## config.mk

```make
export PLATFORM = sky130hd
export DESIGN_NAME = lr_expand
export DESIGN_NICKNAME = d
export VERILOG_FILES = /design/src/rtl/ldpc_pkg.sv /design/src/rtl/lr_edge_sel.sv /design/src/rtl/lr_expand.sv
export SDC_FILE = /design/constraint.sdc
export NUM_CORES = 1
export LEC_CHECK = 0
export CORE_MARGIN = 2
export CORE_UTILIZATION = 45
export CTS_BUF_LIST = sky130_fd_sc_hd__clkbuf_4 sky130_fd_sc_hd__clkbuf_8 sky130_fd_sc_hd__clkbuf_16
export DETAILED_ROUTE_END_ITERATION = 16
export PLACE_DENSITY_LB_ADDON = 0.1
export SYNTH_ARGS = -nofsm -noshare
export SYNTH_HDL_FRONTEND = slang
export SYNTH_SLANG_ARGS = --single-unit
export TNS_END_PERCENT = 5
```

## constraint.sdc

```tcl
create_clock -name clk -period 2.65 [get_ports clk]
set_input_delay 0.6625 -clock clk [delete_from_list [all_inputs] [get_ports clk]]
set_output_delay 0.6625 -clock clk [all_outputs]
set_load 0.1 [all_outputs]
```

## src/rtl/ldpc_pkg.sv

```systemverilog
// Shared constants and field layout of the compressed check-to-variable (lr) word.
// The same layout is used by the check node cells that produce it.
package ldpc_pkg;

  localparam int unsigned D_WID_DEFAULT = 8;
  localparam int unsigned NUM_EDGE      = 6;
  localparam int unsigned LOC_WID       = 3;

  // Fixed low fields: sign k sits at bit SIGN_BASE-k, so sign5 is bit 0.
  localparam int unsigned SIGN_BASE = 5;
  localparam int unsigned SXOR_BIT  = 6;
  localparam int unsigned LOC_MSB   = 9;

  function automatic int unsigned lr_wid(input int unsigned d_wid);
    return 2 * d_wid + 10;
  endfunction

  function automatic int unsigned abs_less_msb(input int unsigned d_wid);
    return d_wid + 9;
  endfunction

  function automatic int unsigned abs_least_msb(input int unsigned d_wid);
    return 2 * d_wid + 9;
  endfunction

  localparam int unsigned ABS_LESS_MSB  = abs_less_msb(D_WID_DEFAULT);
  localparam int unsigned ABS_LEAST_MSB = abs_least_msb(D_WID_DEFAULT);

endpackage

```

## src/rtl/lr_edge_sel.sv

```systemverilog
// Decodes one edge of a compressed lr word into a signed two's-complement message.
module lr_edge_sel
  import ldpc_pkg::*;
#(
  parameter  int unsigned D_WID  = D_WID_DEFAULT,
  localparam int unsigned LR_WID = 2 * D_WID + 10
) (
  input  logic [LR_WID-1:0] lr,
  input  logic [2:0]        idx,
  output logic [D_WID-1:0]  msg
);

  localparam int unsigned LeastMsb = abs_least_msb(D_WID);
  localparam int unsigned LessMsb  = abs_less_msb(D_WID);

  logic [D_WID-1:0] abs_least;
  logic [D_WID-1:0] abs_less;
  logic [2:0]       least_loc;
  logic [D_WID-1:0] mag_raw;
  logic [D_WID-1:0] mag;
  logic [7:0]       sign_by_edge;
  logic             neg;

  assign abs_least = lr[LeastMsb -: D_WID];
  assign abs_less  = lr[LessMsb -: D_WID];
  assign least_loc = lr[LOC_MSB -: LOC_WID];

  always_comb begin
    sign_by_edge = '0;
    for (int k = 0; k < NUM_EDGE; k++) begin
      sign_by_edge[k] = lr[SIGN_BASE-k];
    end
  end

  // The least-magnitude edge itself sees the second-least magnitude.
  assign mag_raw = (idx == least_loc) ? abs_less : abs_least;
  // Clipping to the positive maximum keeps the negation from wrapping.
  assign mag     = mag_raw[D_WID-1] ? {1'b0, {(D_WID-1){1'b1}}} : mag_raw;
  assign neg     = sign_by_edge[idx] ^ lr[SXOR_BIT];
  assign msg     = neg ? (~mag + 1'b1) : mag;

endmodule

```

## src/rtl/lr_expand.sv

```systemverilog
// Holds one compressed lr word and serialises its six edge messages, one per cycle,
// over a valid/ready handshake.
module lr_expand
  import ldpc_pkg::*;
#(
  parameter  int unsigned D_WID  = D_WID_DEFAULT,
  localparam int unsigned LR_WID = 2 * D_WID + 10
) (
  input  logic              clk,
  input  logic              reset_n,
  input  logic              flush,
  input  logic              in_valid,
  output logic              in_ready,
  input  logic [LR_WID-1:0] lr_in,
  output logic              out_valid,
  input  logic              out_ready,
  output logic [D_WID-1:0]  out_lr,
  output logic [2:0]        out_idx,
  output logic              out_last,
  output logic              loc_err
);

  localparam logic [2:0] LastIdx = 3'(NUM_EDGE - 1);

  typedef enum logic [0:0] {StIdle, StEmit} state_e;

  state_e            state_q, state_d;
  logic [2:0]        cnt_q, cnt_d;
  logic [LR_WID-1:0] hold_q, hold_d;
  logic              loc_err_q, loc_err_d;
  logic              in_fire;
  logic              out_fire;

  assign out_valid = (state_q == StEmit);
  assign out_idx   = cnt_q;
  assign out_last  = (cnt_q == LastIdx);
  assign loc_err   = loc_err_q;

  // out_ready -> in_ready is combinational so a new row loads with no bubble.
  assign in_ready = !flush && ((state_q == StIdle) || (out_last && out_ready));
  assign in_fire  = in_valid && in_ready;
  assign out_fire = out_valid && out_ready;

  always_comb begin
    state_d   = state_q;
    cnt_d     = cnt_q;
    hold_d    = hold_q;
    loc_err_d = 1'b0;
    if (flush) begin
      state_d = StIdle;
      cnt_d   = '0;
      hold_d  = '0;
    end else if (in_fire) begin
      state_d   = StEmit;
      cnt_d     = '0;
      hold_d    = lr_in;
      loc_err_d = (lr_in[LOC_MSB -: LOC_WID] > LastIdx);
    end else if (out_fire) begin
      if (out_last) begin
        state_d = StIdle;
        cnt_d   = '0;
      end else begin
        cnt_d = cnt_q + 3'd1;
      end
    end
  end

  always_ff @(posedge clk or negedge reset_n) begin
    if (!reset_n) begin
      state_q   <= StIdle;
      cnt_q     <= '0;
      hold_q    <= '0;
      loc_err_q <= 1'b0;
    end else begin
      state_q   <= state_d;
      cnt_q     <= cnt_d;
      hold_q    <= hold_d;
      loc_err_q <= loc_err_d;
    end
  end

  lr_edge_sel #(
    .D_WID (D_WID)
  ) u_edge_sel (
    .lr  (hold_q),
    .idx (cnt_q),
    .msg (out_lr)
  );

endmodule

```

## After elaboration in Yosys (flattened, before gate mapping)

Cells that the tools add are included.

- Register bits: 31
- Bits in latches: 0
- RAM bits: 0
- Memory bits (read-only): 0
- Input bits: 31
- Output and inout port bits: 15
- Memories: 0

- $add $sub $neg: 2
- Multiply operators: 0
- Div/mod/pow operators: 0
- Order comparisons: 2
- Equality and inequality tests: 2
- Shifts and indexed selects: 0
- Muxes and demuxes: 17
- Bitwise operators: 3
- Reductions and logical operators: 10

Operators by type and width:

| operator | number |
|---|---|
| two-way mux 26 bit | 2 |
| two-way mux 8 bit | 2 |
| two-way mux 3 bit | 4 |
| adder 8 x 1 -> 8 bit (second input constant) | 1 |
| NOT 8 bit | 1 |
| two-way mux 1 bit | 7 |
| two-way mux 7 bit | 1 |
| nonzero test 3 bit | 2 |
| logical AND 1 bit | 4 |
| less-than comparator 3 x 4 -> 1 bit (second input constant) | 1 |
| adder 3 x 1 -> 3 bit (second input constant) | 1 |
| binary-select mux 1 bit (select 3 bit) | 1 |
| == test 3 bit | 1 |
| == test 3 bit (second input constant) | 1 |
| greater-than comparator 3 bit (second input constant) | 1 |
| AND reduction 2 bit | 1 |
| nonzero test 2 bit | 1 |
| zero test 1 bit | 1 |
| logical OR 1 bit | 1 |
| NOT 1 bit | 1 |
| XOR 1 bit | 1 |

## Depth between registers and ports, before layout

Gate-level depths: netlist of run 1.

- Word-level depth: 7
- Gate-level depth with buffers: 11
- Depth with buffers taken out: 10

## Hierarchy

From an unflattened synthesis of run 1, not the netlist that was laid out.

- Cells, all modules: 252
- Area total of the unflattened synthesis: 2220.9 um2

Modules (own cells, without submodules):

| module | instances | cells an instance | area an instance (um2) | sequential area each (um2) |
|---|---|---|---|---|
| lr_expand | 1 | 182 | 1724.2 | 775.7 |
| lr_edge_sel | 1 | 70 | 496.7 | 0.0 |

## Worst setup path after synthesis of run 1

No wires, ideal clock.

- Kind: flip-flop to output port
- Start point: register cnt_q[2] (netlist: out_idx[2])
- End point: output out_lr[6]
- Data arrival time: 3.917 ns
- Data required time: 1.987 ns
- Path slack: -1.930 ns
- Cell stages (with the launch flop): 11
- Cells stage by stage: dfrtp_1 -> buf_6 -> xnor2_1 -> nand3_2 -> buf_6 -> o31ai_1 -> ha_1 -> nand3b_1 -> mux2i_1 -> a21oi_2 -> xor2_1

- Word-level cells in the longest chain between the ends: 6
- Elaborated cells between the ends (all ways): 9
- Classes of those cells: 1 x add/sub; 1 x eq/ne; 5 x mux; 2 x bitwise

Ends and longest elaborated chain:

| element | line | RTL |
|---|---|---|
| start, declared | lr_expand.sv:28 | `logic [2:0] cnt_q, cnt_d;` |
| start signal, assigned | lr_expand.sv:76 | `cnt_q <= cnt_d;` |
| == test 3 bit | lr_edge_sel.sv:36 | `assign mag_raw = (idx == least_loc) ? abs_less : abs_least;` |
| two-way mux 8 bit | lr_edge_sel.sv:36 |  |
| two-way mux 7 bit | lr_edge_sel.sv:38 | `assign mag = mag_raw[D_WID-1] ? {1'b0, {(D_WID-1){1'b1}}} : mag_raw;` |
| NOT 8 bit | lr_edge_sel.sv:40 | `assign msg = neg ? (~mag + 1'b1) : mag;` |
| adder 8 x 1 -> 8 bit | lr_edge_sel.sv:40 |  |
| two-way mux 8 bit * | lr_edge_sel.sv:40 |  |
| end, declared | lr_expand.sv:17 | `output logic [D_WID-1:0] out_lr,` |

Every way passes the cells marked *; elsewhere a longest branch is shown, timed or not. The select of a mux whose other input is x is not followed.

## Worst setup path after layout of run 1

Same ends and word-level chain as after synthesis.

==> results of run 1 <==
==> worst max path at each step <==
stage,startpoint,slack (ns),to
detailed placement,out_idx[1]$_DFFE_PN0P_,-0.24,out_lr[6]
global route,out_idx[1]$_DFFE_PN0P_,-0.62,out_lr[6]
CTS,out_idx[2]$_DFFE_PN0P_,-0.53,out_lr[6]
finish,out_idx[2]$_DFFE_PN0P_,-0.52,out_lr[6]
floorplan,out_idx[1]$_DFFE_PN0P_,-0.77,out_lr[6]
global placement,out_idx[1]$_DFFE_PN0P_,-0.19,out_lr[6]
==> sequential cells by signal, summed over array words and instances (netlist names) <==
name       count
out_idx        3
hold_q        26
loc_err        1
out_valid      1
==> per-stage QoR <==
stage,worst slack (ns),util [%],instance area [um^2],power (W),instances
after floorplan,-0.7685,-,2074,0.001173,209
after global placement,-0.1899,67.08,2703,0.001492,306
after detailed placement,-0.2435,67.08,2703,0.001502,306
after CTS,-0.5274,70.81,2853,0.001996,315
after global routing,-0.6209,71.06,2863,0.002080,316
final,-0.5177,71.06,2863,0.001991,316
==> power groups by stage <==
stage | Clock (W) | Sequential, W | Combinational (W)
after CTS | 0.000476 | 0.000532 | 0.000988
after detailed placement | 0 | 0.000541 | 0.000961
after floorplan | 0 | 0.000549 | 0.000624
final | 0.000467 | 0.000533 | 0.000992
after global placement | 0 | 0.000539 | 0.000953
after global routing | 0.000498 | 0.000536 | 0.00105
==> placed cells by master, fill, tap and decap left out, types with 2 or more instances in the layout <==
master,n
nand2_1,33
clkdlybuf4s50_1,30
dfrtp_1,28
o21ai_0,26
nand2b_1,26
buf_4,21
buf_12,11
mux2i_1,10
nor2_1,8
nor3_1,8
clkbuf_8,5
a21oi_1,4
xnor2_4,3
nand3b_1,3
a21oi_2,3
xor2_4,3
dfrtp_4,3
inv_1,2
mux2i_4,2
nor3b_1,2
nor4_1,2
nor2_2,2
or2_2,2
o211ai_1,2
==> kinds of logic (layout without fill, tap and decap cells) <==
kind of cell | Yosys count | count (layout) | share of synthesized area (%)
buffers and inverters | 16 | 73 | 5.776
flip-flops | 31 | 31 | 41.17
AO/OA/AOI/OAI | 41 | 41 | 12.42
AND/OR/NAND/NOR | 98 | 98 | 27.76
XOR/XNOR | 7 | 7 | 3.254
adder cells (fa/ha/maj) | 1 | 1 | 0.6639
multiplexers | 15 | 15 | 8.964
==> per-layer routing <==
| layer | vias to the layer above | routed length, um | global-route usage, % |
|---|---|---|---|
| li1 | 816 | - | - |
| met1 | 764 | 2106 | 29.92 |
| met2 | 34 | 2149 | 34.50 |
| met3 | 5 | 180 | 5.519 |
| met4 | 0 | 43 | 5.637 |
| met5 | - | 0 | 0 |
==> cell type report <==
cell class / count / area share [%]
multi-input cells: 162 / 42.05
flip-flops and latches: 31 / 27.49
repair buffers: 63 / 24.08
clock buffers: 5 / 2.404
well taps: 50 / 2.185
clock inverters: 3 / 1.530
inverters: 2 / 0.2622
==> synth_stat cells (2+ instances only) <==
| cell | n | share of area, % |
|---|---|---|
| dfrtp_1 | 31 | 41 |
| inv_1 | 2 | 0.40 |
| or2_2 | 2 | 0.66 |
| nand3b_1 | 3 | 1.2 |
| buf_4 | 2 | 0.80 |
| nor2_1 | 11 | 2.2 |
| mux2i_1 | 12 | 6.4 |
| a21oi_1 | 5 | 1.3 |
| nand2_1 | 34 | 6.8 |
| o21ai_0 | 26 | 6.9 |
| nor3_1 | 8 | 2.1 |
| buf_6 | 5 | 3.0 |
| xnor2_1 | 3 | 1.4 |
| nand2b_1 | 26 | 8.6 |
| o211ai_1 | 2 | 0.80 |
| nor4_1 | 2 | 0.66 |
| clkbuf_2 | 2 | 0.53 |
| clkbuf_1 | 4 | 0.80 |
| a21oi_2 | 2 | 0.93 |
| xor2_1 | 4 | 1.9 |
| nor3b_1 | 2 | 0.80 |
| o31ai_1 | 2 | 0.80 |
==> repair_timing <==
item / in CTS / in global routing
buffers inserted: 1 / 1
hold endpoints to repair: 0 / 0
cloned: 0 / 0
endpoints found under the setup margin: 7 / 7
resized for setup: 6 / 1
pin swaps: 4 / 3
==> worst max-delay path: stages (launching register included) <==
cell and delay (ns):
dfrtp_4 0.51, xnor2_4 0.16, nand3_4 0.09, buf_4 0.19
o31ai_4 0.24, ha_2 0.24, nand3b_1 0.09, mux2i_2 0.22
a21oi_2 0.12, xor2_4 0.17, buf_12 0.19
==> flow_metrics.env, run 1 <==
export IMPL_ys_seq_area_share_pct=41.17
export IMPL_layout_setup_ws_ns=-0.5177
export IMPL_critPathLaunchType="register"
export IMPL_overflow=0
export IMPL_r2r_slack_ns=0.71
export IMPL_gp_congestion=0.8407
export IMPL_intPower_w=0.001190
export IMPL_fmax_mhz=315.7
export IMPL_violations="setup timing"
export IMPL_die_y_um=68.71
export IMPL_drtPass1Iterations=4
export IMPL_critPathKind="reg -> out"
export IMPL_dpl_hpwl_mm=3.122
export IMPL_grt_pass1_vias=1544
export IMPL_ys_ff_latch=31
export IMPL_synthArstFlopShare_pct=100.0
export IMPL_viasPerCell=5.123
export IMPL_power_density_nw_per_um2=695.6
export IMPL_final_nets=297
export IMPL_ir_drop_mv=0.3954
export IMPL_diodes=0
export IMPL_cts_sinks=31
export IMPL_pwr_share_clk_pct=23.5
export IMPL_critPathMaxFanout=7
export IMPL_io_buffers=45
export IMPL_reg2reg_to="hold_q[2]$_DFFE_PN0P_"
export IMPL_clock_path_buffers=2
export IMPL_syn_area_um2=1884
export IMPL_multi_input_area_um2=1204
export IMPL_final_min_clock_period_ns=3.168
export IMPL_timing_max_cap_violations=0
export IMPL_htreeDepth=2
export IMPL_die_width_um=68.71
export IMPL_synth_edf_count=0
export IMPL_groute_usage_overall_pct=21.81
export IMPL_slew_headroom_pct=72.31
export IMPL_r2r_start="out_idx[1]$_DFFE_PN0P_"
export IMPL_synth_fp_nets=241
export IMPL_p_switching_w=0.0008017
export IMPL_die_area_um2=4721
export IMPL_drive_above_1_share_pct=27.82
export IMPL_insertion_delay_ns=0.28
export IMPL_endpoint_kind="primary output"
export IMPL_synth_cell_types=41
export IMPL_vias=1619
export IMPL_hold_class="reg -> reg"
export IMPL_initial_utilization_pct=46.77
export IMPL_grt_setup_unrepaired="yes"
export IMPL_total_leakage_power_nw=1.177
export IMPL_yosysWarnings=0
export IMPL_setup_tns_ns=-2.751
export IMPL_slew_violations=0
export IMPL_hold_depth=2
export IMPL_rows=23
export IMPL_whs_endpoint="hold_q[4]$_DFFE_PN0P_"
export IMPL_hold_worst_slack_ns=0.5514
export IMPL_seqCellArea_um2=787.0
export IMPL_cts_tree="yes"
export IMPL_root_buffer="clkbuf_8"
export IMPL_p_comb_share_pct=49.8
export IMPL_syn_avg_cell_area_um2=9.016
export IMPL_synthToLayoutAreaGrowth_pct=51.93
export IMPL_skew_ns=0.008354
export IMPL_grt_pass1_wl_mm=7.452
export IMPL_finalHoldViolations=0
export IMPL_cts_hold_buf=0
export IMPL_worst_r2r_path_depth=6
export IMPL_final_period_utilization_pct=119.5
export IMPL_worst_slew_pin_slew_ns=0.4038
export IMPL_wl_per_cell_um=14.18
export IMPL_drc=0
export IMPL_grt_max_degree=50
export IMPL_setup_viol=7
export IMPL_synth_top_flop_cell="dfrtp_1"
export IMPL_coreArea_um2=4029
export IMPL_fillerInstances=329
export IMPL_postRouteAntennaNets=0
export IMPL_p_seq_share_pct=26.7
export IMPL_path_clk_slew_ns=0.07
export IMPL_hp_start="hold_q[4]$_DFFE_PN0P_"
export IMPL_worstPathArrival_ns=2.51
export IMPL_grt_antenna_before_repair=0
export IMPL_required_ns=1.99
export IMPL_status="finished with violations"
export IMPL_synth_cells=209
export IMPL_initialDrtViolationCount=81
export IMPL_floorplan_io_pins=46
export IMPL_cts_buffers_inserted=5
export IMPL_netSwitchingFraction_pct=40.26
export IMPL_routed_wl_mm=4.480
No activity file was read; power rests on OpenSTA's default activity.
==> inputs of run 2 (changes only) <==
--- a/config.mk
+++ b/config.mk
@@ -6,9 +6,10 @@
 export NUM_CORES = 1
 export LEC_CHECK = 0
 export CORE_MARGIN = 2
-export CORE_UTILIZATION = 45
+export CORE_UTILIZATION = 50
 export CTS_BUF_LIST = sky130_fd_sc_hd__clkbuf_4 sky130_fd_sc_hd__clkbuf_8 sky130_fd_sc_hd__clkbuf_16
 export DETAILED_ROUTE_END_ITERATION = 16
+export DONT_BUFFER_PORTS = 1
 export PLACE_DENSITY_LB_ADDON = 0.1
 export SYNTH_ARGS = -nofsm -noshare
 export SYNTH_HDL_FRONTEND = slang
==> run 2 against run 1 <==
  * Critical endpoint unchanged
  * Total power fell by 4.5%
  * Clock skew fell by 0.0034 ns
  * Combinational power fell by 9.5%
  * The run still ends with setup timing left
  * Register-to-register slack barely moved
  * Routed wire length fell by 8.4%
  * Largest cell class unchanged
==> flow_metrics.env, run 2 (synthesis results as in run 1) <==
export IMPL_path_clk_slew_ns=0.07
export IMPL_status="finished with violations"
export IMPL_regMostFlops="hold_q"
export IMPL_worstPathArrival_ns=2.51
export IMPL_postCtsSetupBuffers=0
export IMPL_layoutNonFillerInstCount=276
export IMPL_grt_pass1_vias=1501
export IMPL_cts_buffers_inserted=5
export IMPL_largest_reg_flops=26
export IMPL_dpl_hpwl_mm=3.179
export IMPL_skew_ns=0.005002
export IMPL_max_stage_delay_ns=0.50
export IMPL_finalHoldViolations=0
export IMPL_critPathLaunchType="register"
export IMPL_drive_above_1_share_pct=28.51
export IMPL_required_ns=1.99
export IMPL_fillerInstances=316
export IMPL_io_buffers=0
export IMPL_ir_drop_mv=0.4558
export IMPL_intPower_w=0.001149
export IMPL_path_delay_family="simple AND/OR/NAND/NOR gates"
export IMPL_vias=1491
export IMPL_insertion_delay_ns=0.28
export IMPL_power_density_nw_per_um2=760.3
export IMPL_netSwitchingFraction_pct=39.56
export IMPL_final_nets=259
export IMPL_finalInstanceArea_um2=2501
export IMPL_layout_setup_ws_ns=-0.5265
export IMPL_coreArea_um2=3633
export IMPL_fmax_mhz=314.8
export IMPL_p_comb_share_pct=47.2
export IMPL_floorplan_io_pins=46
export IMPL_endpoint_kind="primary output"
export IMPL_final_min_clock_period_ns=3.176
export IMPL_initialDrtViolationCount=62
export IMPL_root_buffer="clkbuf_8"
export IMPL_reg2reg_to="hold_q[6]$_DFFE_PN0P_"
export IMPL_wl_per_cell_um=14.87
export IMPL_placed_cells=268
export IMPL_diodes=0
export IMPL_grt_pass1_wl_mm=6.948
export IMPL_groute_usage_overall_pct=21.50
export IMPL_cts_tree="yes"
export IMPL_slowest_stage="dfrtp_4"
export IMPL_setup_viol=7
export IMPL_viasPerCell=5.402
export IMPL_worst_r2r_path_depth=7
export IMPL_worstPathCellList="xnor2_4 > nand3_4 > inv_2 > or3_4 > o31ai_4 > ha_2 > nand3b_1 > mux2i_2 > a21oi_2 > xor2_4 > buf_12"
export IMPL_placed_area_um2=2342
export IMPL_overflow=0
export IMPL_final_cell_mix="nand2_1, dfrtp_1, o21ai_0, nand2b_1, buf_4"
export IMPL_worst_slew_pin_slew_ns=0.4017
export IMPL_slew_headroom_pct=72.97
export IMPL_drtPass1Iterations=4
export IMPL_clock_path_buffers=2
export IMPL_crit_buf_inv=2
export IMPL_total_leakage_power_nw=1.025
export IMPL_die_area_um2=4276
export IMPL_postRouteAntennaNets=0
export IMPL_cts_sinks=31
export IMPL_pre_cts_slack_ns=-0.3180
export IMPL_slew_violations=0
export IMPL_routed_wl_mm=4.104
export IMPL_synthToLayoutAreaGrowth_pct=32.74
export IMPL_timing_max_cap_violations=0
export IMPL_htreeDepth=2
export IMPL_critPathKind="reg -> out"
export IMPL_layout_commonest_cell="nand2_1"
export IMPL_violations="setup timing"
export IMPL_p_seq_share_pct=28.0
export IMPL_die_width_um=65.39
export IMPL_die_y_um=65.39
export IMPL_critPathMaxFanout=3
export IMPL_hold_class="in -> async"
export IMPL_r2r_slack_ns=0.70
export IMPL_initial_utilization_pct=51.86
export IMPL_setup_tns_ns=-2.634
export IMPL_drc=0
export IMPL_r2r_start="out_idx[1]$_DFFE_PN0P_"
export IMPL_grt_antenna_before_repair=0
export IMPL_final_period_utilization_pct=119.9
export IMPL_rows=22
export IMPL_total_power_w=0.001902
export IMPL_grt_setup_unrepaired="yes"
export IMPL_grt_max_degree=56
export IMPL_pwr_share_clk_pct=24.8
export IMPL_gp_congestion=0.8963
export IMPL_p_switching_w=0.0007523
run 2: per-stage QoR:
stage / hold slack, ns / utilization (%)
2_1_floorplan: 0.3669 / -
3_3_place_gp: 0.3674 / 64.46
3_5_place_dp: 0.3677 / 64.46
4_1_cts: 0.06443 / 68.63
5_1_grt: 0.05827 / 68.84
6_report: 0.07421 / 68.84
run 2: worst register-to-register path, cell delays in order (launching register included):
cell	delay, ns
dfrtp_4	0.50
buf_4	0.15
buf_6	0.19
and3b_2	0.31
a21boi_4	0.08
nor3b_4	0.21
buf_12	0.24
o21ai_0	0.14
run 2: final cells by class:
class / instances / area [um^2] / area share (%)
well taps: 48 / 60.06 / 2.401
flip-flops and latches: 31 / 787.0 / 31.47
clock buffers: 6 / 82.58 / 3.302
multi-input cells: 162 / 1201 / 48.02
clock inverters: 2 / 35.03 / 1.401
repair buffers: 25 / 327.8 / 13.11
inverters: 2 / 7.507 / 0.3001
run 2: repair_timing:
action / CTS / global route
resized for setup: 6 / 3
setup endpoints to repair: 8 / 8
hold buffers: 0 / 0
pin swaps: 4 / 3
cloned: 0 / 0
run 2: power groups by stage:
stage / sequential [W] / combinational [W] / clock [W]
after CTS: 0.000534 / 0.000901 / 0.000481
after floorplan: 0.000549 / 0.000624 / 0
after detailed placement: 0.000541 / 0.000889 / 0
after global routing: 0.000537 / 0.000940 / 0.000500
final: 0.000533 / 0.000898 / 0.000471
after global placement: 0.000540 / 0.000870 / 0
run 2: layer usage:
metal  share of wire, %  track usage, %  vias to the layer above
met2                 53           38.14                       34
met5                  0               0                        -
li1                   -               -                      738
met1                 41           25.08                      710
met3                3.7           4.623                        9
met4                2.2           8.854                        0
run 2: how the worst max path moves through the flow:
stage | startpoint | endpoint | slack (ns) | cells after the start
6_report | out_idx[1]$_DFFE_PN0P_ | out_lr[6] | -0.53 | 11
5_1_grt | out_idx[1]$_DFFE_PN0P_ | out_lr[6] | -0.64 | 11
4_1_cts | out_idx[1]$_DFFE_PN0P_ | out_lr[6] | -0.60 | 11
3_5_place_dp | out_idx[1]$_DFFE_PN0P_ | out_lr[6] | -0.32 | 11
3_3_place_gp | out_idx[1]$_DFFE_PN0P_ | out_lr[6] | -0.18 | 11
2_1_floorplan | out_idx[1]$_DFFE_PN0P_ | out_lr[6] | -0.77 | 10
==> patch 1, RTL diff (flow settings as in run 2) <==
`LOC_MSB`: 9 -> 10.
--- a/src/rtl/ldpc_pkg.sv
+++ b/src/rtl/ldpc_pkg.sv
@@ -9,7 +9,7 @@
   // Fixed low fields: sign k sits at bit SIGN_BASE-k, so sign5 is bit 0.
   localparam int unsigned SIGN_BASE = 5;
   localparam int unsigned SXOR_BIT  = 6;
-  localparam int unsigned LOC_MSB   = 9;
+  localparam int unsigned LOC_MSB   = 10;
 
   function automatic int unsigned lr_wid(input int unsigned d_wid);
     return 2 * d_wid + 10;
Check against the original RTL: not equivalent (a bounded check fails within 4 cycles, from zero or initial values and one cycle with reset_n low).
==> patch 1 against run 2 <==
  * The flow still finishes with violations (setup timing)
  * Critical path depth fell by 2
  * Sequential power decreased by 3%
  * Via count increased by 5.7%
  * Final area fell by 2.9%
  * Non-clock buffer count is 11 higher
  * Worst setup slack improved by 0.025 ns
  * First-iteration DRC count down 11%
  * Area after synthesis down 5.6%
  * Final cell count grew 0.72%
  * Total power down 12%
  * Sequential cell count is 1 lower
  * Wire length up 1.2%
  * Core utilization increased by 3.4 points
  * Critical path type unchanged
  * Largest cell class unchanged
  * Largest power group unchanged
==> patch 1: results (changes against run 2) <==
- Gate power share: 51.7% (+4.5 points)
- Clock Sinks: 30 (-3.2%)
- Seq/total area: 31.36% (-0.11 points)
- Final Worst Setup Slack: -0.5015 ns (+0.02494 ns)
- Internal: 0.0009680 W (-16%)
- Synth top area cells: dfrtp_1 (42%), nand2b_1 (9.1%), o21ai_0 (6.8%), nand2_1 (6.3%), nor2_1 (3.8%)
- Number of global-route vias before repair: 1,525 (+1.6%)
- Final nets: 263 (+1.5%)
- Placed cell count: 269 (+0.37%)
- Sw Ratio: 42.04% (+2.5 points)
- Vias/cell: 5.669 (+4.9%)
- DRT iter0 DRCs: 55 (-11%)
- Fillcell total: 276 (-13%)
- Synth Area in Compound Gates: 15.97% (+3.6 points)
- Failing checks: setup timing
- Reg clk slew, reported paths: 0.10 ns (+0.03 ns)
- Largest net degree at the start of global routing: 43 (-23%)
- Top delay family on crit path: flip-flops
- Reg-to-reg slack, setup: 0.43 ns (-0.27 ns)
- Non-clock buffer share: 16.58% (+3.5 points)
- Outcome: complete, but fails checks
- Clk_lat worst skew: 0.32 ns (+0.04 ns)
- R2R Path End: hold_q[20]
- DP Area: 2301 µm² (-1.8%)
- Fraction of area in multi-input gates: 46.76% (-1.3 points)
- Synth unique cells: 37 (-9.8%)
- Worst Max-Slew Pin Slew: 0.8648 ns (+0.4631 ns)
- Final Setup Violations: 7 (unchanged)
- RD Place Congestion: 0.7846 (-12%)
## patch 1: changes by cell type in the layout (fill, tap and decap cells not counted), sizes merged, moves of 2 or more
cell and delta:
o211ai -2, nand3b -2, nor3 -2, mux2i -7
o21ai -3, or2 -2, buf +11, nand2 -4
a32oi +2, a21oi +3, nor2 +7
## patch 1: metal layers
metal	GRT usage (%)	vias up	wire length, µm	share of wire, %
met3	4.464	13	207	5.0
met5	0	-	0	0
met2	36.45	44	2078	50
met4	9.511	0	122	2.9
li1	-	746	-	-
met1	27.00	773	1748	42
## patch 1: worst max-delay path by stage
stage,endpoint,slack (ns),startpoint
after floorplan,out_lr[2],-0.77,out_idx[0]
after global placement,out_lr[5],-0.15,out_idx[0]
after detailed placement,out_lr[5],-0.18,out_idx[0]
after CTS,out_lr[2],-0.51,out_idx[0]
after global routing,out_lr[3],-0.60,out_idx[0]
final,out_lr[2],-0.50,out_idx[0]
==> patch 2, RTL diff (config.mk and constraints of run 2) <==
Made on the original files. Put one more register stage on the output `loc_err`, without a reset. The value now appears one clock later. The other outputs are not delayed to match.
--- a/src/rtl/lr_expand.sv
+++ b/src/rtl/lr_expand.sv
@@ -34,7 +34,9 @@
   assign out_valid = (state_q == StEmit);
   assign out_idx   = cnt_q;
   assign out_last  = (cnt_q == LastIdx);
-  assign loc_err   = loc_err_q;
+  always_ff @(posedge clk) begin
+    loc_err <= loc_err_q;
+  end
 
   // out_ready -> in_ready is combinational so a new row loads with no bubble.
   assign in_ready = !flush && ((state_q == StIdle) || (out_last && out_ready));
Function: changed (Yosys sat finds a counterexample within 4 cycles, from zero or initial values and one cycle with reset_n low).
==> patch 2 against run 2 <==
  * The run still ends with setup timing left
  * Worst setup slack better by 0.0085 ns
  * Area after synthesis increased by 1.1%
  * Wire length decreased by 3.7%
  * Critical path depth unchanged
  * Final area about the same
  * Total power fell by 3.6%
  * Sequential cell count grew 1
  * Clock power decreased by 21%
  * Clock skew shrank 0.0012 ns
  * Largest cell class unchanged
==> patch 2: results (changes against run 2) <==
- Outcome: complete, but fails checks
- Failing checks: setup timing
- DP Area: 2362 µm² (+0.85%)
- Post-Route Setup TNS: -2.495 ns (+0.1398 ns)
- Placed cell count: 269 (+0.37%)
- Multi-input logic area: 1196 µm² (-0.42%)
- Fillcell total: 279 (-12%)
- Reg-to-reg slack, setup: 0.84 ns (+0.14 ns)
- Count of plain and timing-repair buffers in the layout: 27 (+8.0%)
- Syn nets: 242 (+0.41%)
- RD Place Congestion: 0.9448 (+5.4%)
- Final Worst Setup Slack: -0.5180 ns (+0.008461 ns)
- R2r startpoint: out_idx[0]
- Post-Syn Area: 1904 µm² (+1.1%)
- Place WS: -0.2479 ns (+0.07006 ns)
- Non-clock buffer share: 13.70% (+0.59 points)
- Syn Inst Count: 210 (+0.48%)
- Final nets: 262 (+1.2%)
- Register Area: 807.0 µm² (+2.5%)
- Worst Max-Slew Pin Slew: 0.4225 ns (+0.02074 ns)
- Top delay family on crit path: flip-flops
- Worst Clk Skew: 0.003768 ns (-0.001234 ns)
- Global-route wire length before repair: 6.665 mm (-4.1%)
- Number of global-route vias before repair: 1,525 (+1.6%)
- Async set-reset flop share out of synthesis: 96.88% (-3.1 points)
- Logic inverters: 2 (unchanged)
- Sequential area share after synthesis: 41.79% (+0.62 points)
- Met1 Use GR: 23.60% (-1.5 points)
- Grt met2 use: 35.35% (-2.8 points)
- Clock buf count: 7 (+1)
- Synth unique cells: 42 (+2.4%)
- Fraction of layout cells with a size suffix above 1: 29.87% (+1.4 points)
- Leakage: 1.027 nW (+0.17%)
- DRT iter0 DRCs: 93 (+50%)
- Seq/total area: 32.25% (+0.78 points)
- Vias/cell: 5.444 (+0.78%)
- Average wire per standard cell: 14.17 µm (-4.7%)
- Final Setup Violations: 7 (unchanged)
- Maximum VDD drop: 0.0004197 V (-7.9%)
- Final-layout clock-cell area share: 3.550% (-1.2 points)
- Tot GR Track Use: 20.54% (-0.96 points)
- Global Route met3 Usage: 5.308% (+0.68 points)
- Internal: 0.001077 W (-6.3%)
- Synth top area cells: dfrtp_1 (41%), nand2b_1 (8.5%), o21ai_0 (6.8%), nand2_1 (6.7%), mux2i_1 (6.3%)
- Post-DP HPWL: 2.952 mm (-7.1%)
## patch 2: cell count changes in the layout (fill, tap and decap cells not counted), sizes merged
cell    delta
dfxtp      +1
clkbuf     +1
bufinv     -1
buf        +2
## patch 2: logic make-up after synthesis
kind of cell	Yosys count	synth area share, %
fa+ha+maj	1	0.6569
xor+xnor	7	3.220
flops	32	41.79
mux	15	8.870
simple gates	98	27.46
buf+inv	16	5.715
compound gates	41	12.29
## patch 2: power groups by stage
stage	Sequential [W]	Clock [W]	Combinational [W]
after CTS	0.000548	0.000383	0.000900
final	0.000549	0.000374	0.000910
after floorplan	0.000565	0	0.000624
after global placement	0.000555	0	0.000868
after detailed placement	0.000556	0	0.000884
after global routing	0.000552	0.000414	0.000953
## patch 2: repair_timing
action | CTS | global route
gates cloned | 0 | 0
buffers inserted | 1 | 1
pin swaps | 2 | 2
hold buffers | 0 | 0
resized for setup | 5 | 5
setup endpoints to repair | 7 | 7
## patch 2: per-layer routing
layer  share of wire [%]  wire (µm)
met5                   0          0
met4                 2.5        100
met3                 5.0        198
met2                  51       2024
met1                  41       1630
## patch 2: how the worst min path moves through the flow
stage                     slack (ns)   endpoint  depth (start not counted)  startpoint
after floorplan                 0.32    loc_err                          0   loc_err_q
after global placement          0.33    loc_err                          0   loc_err_q
after detailed placement        0.33    loc_err                          0   loc_err_q
after CTS                       0.06  hold_q[3]                          0     reset_n
after global routing            0.05  hold_q[7]                          0     reset_n
final                           0.07  hold_q[7]                          0     reset_n
## patch 2: worst register-to-register path, delay by kind of cell, from the launching register on
kind,cells,cell delay [ns]
AOI/OAI and AO/OA,2,0.34
buffers and inverters,2,0.38
DFF,1,0.51
and+or+nand+nor,3,0.45
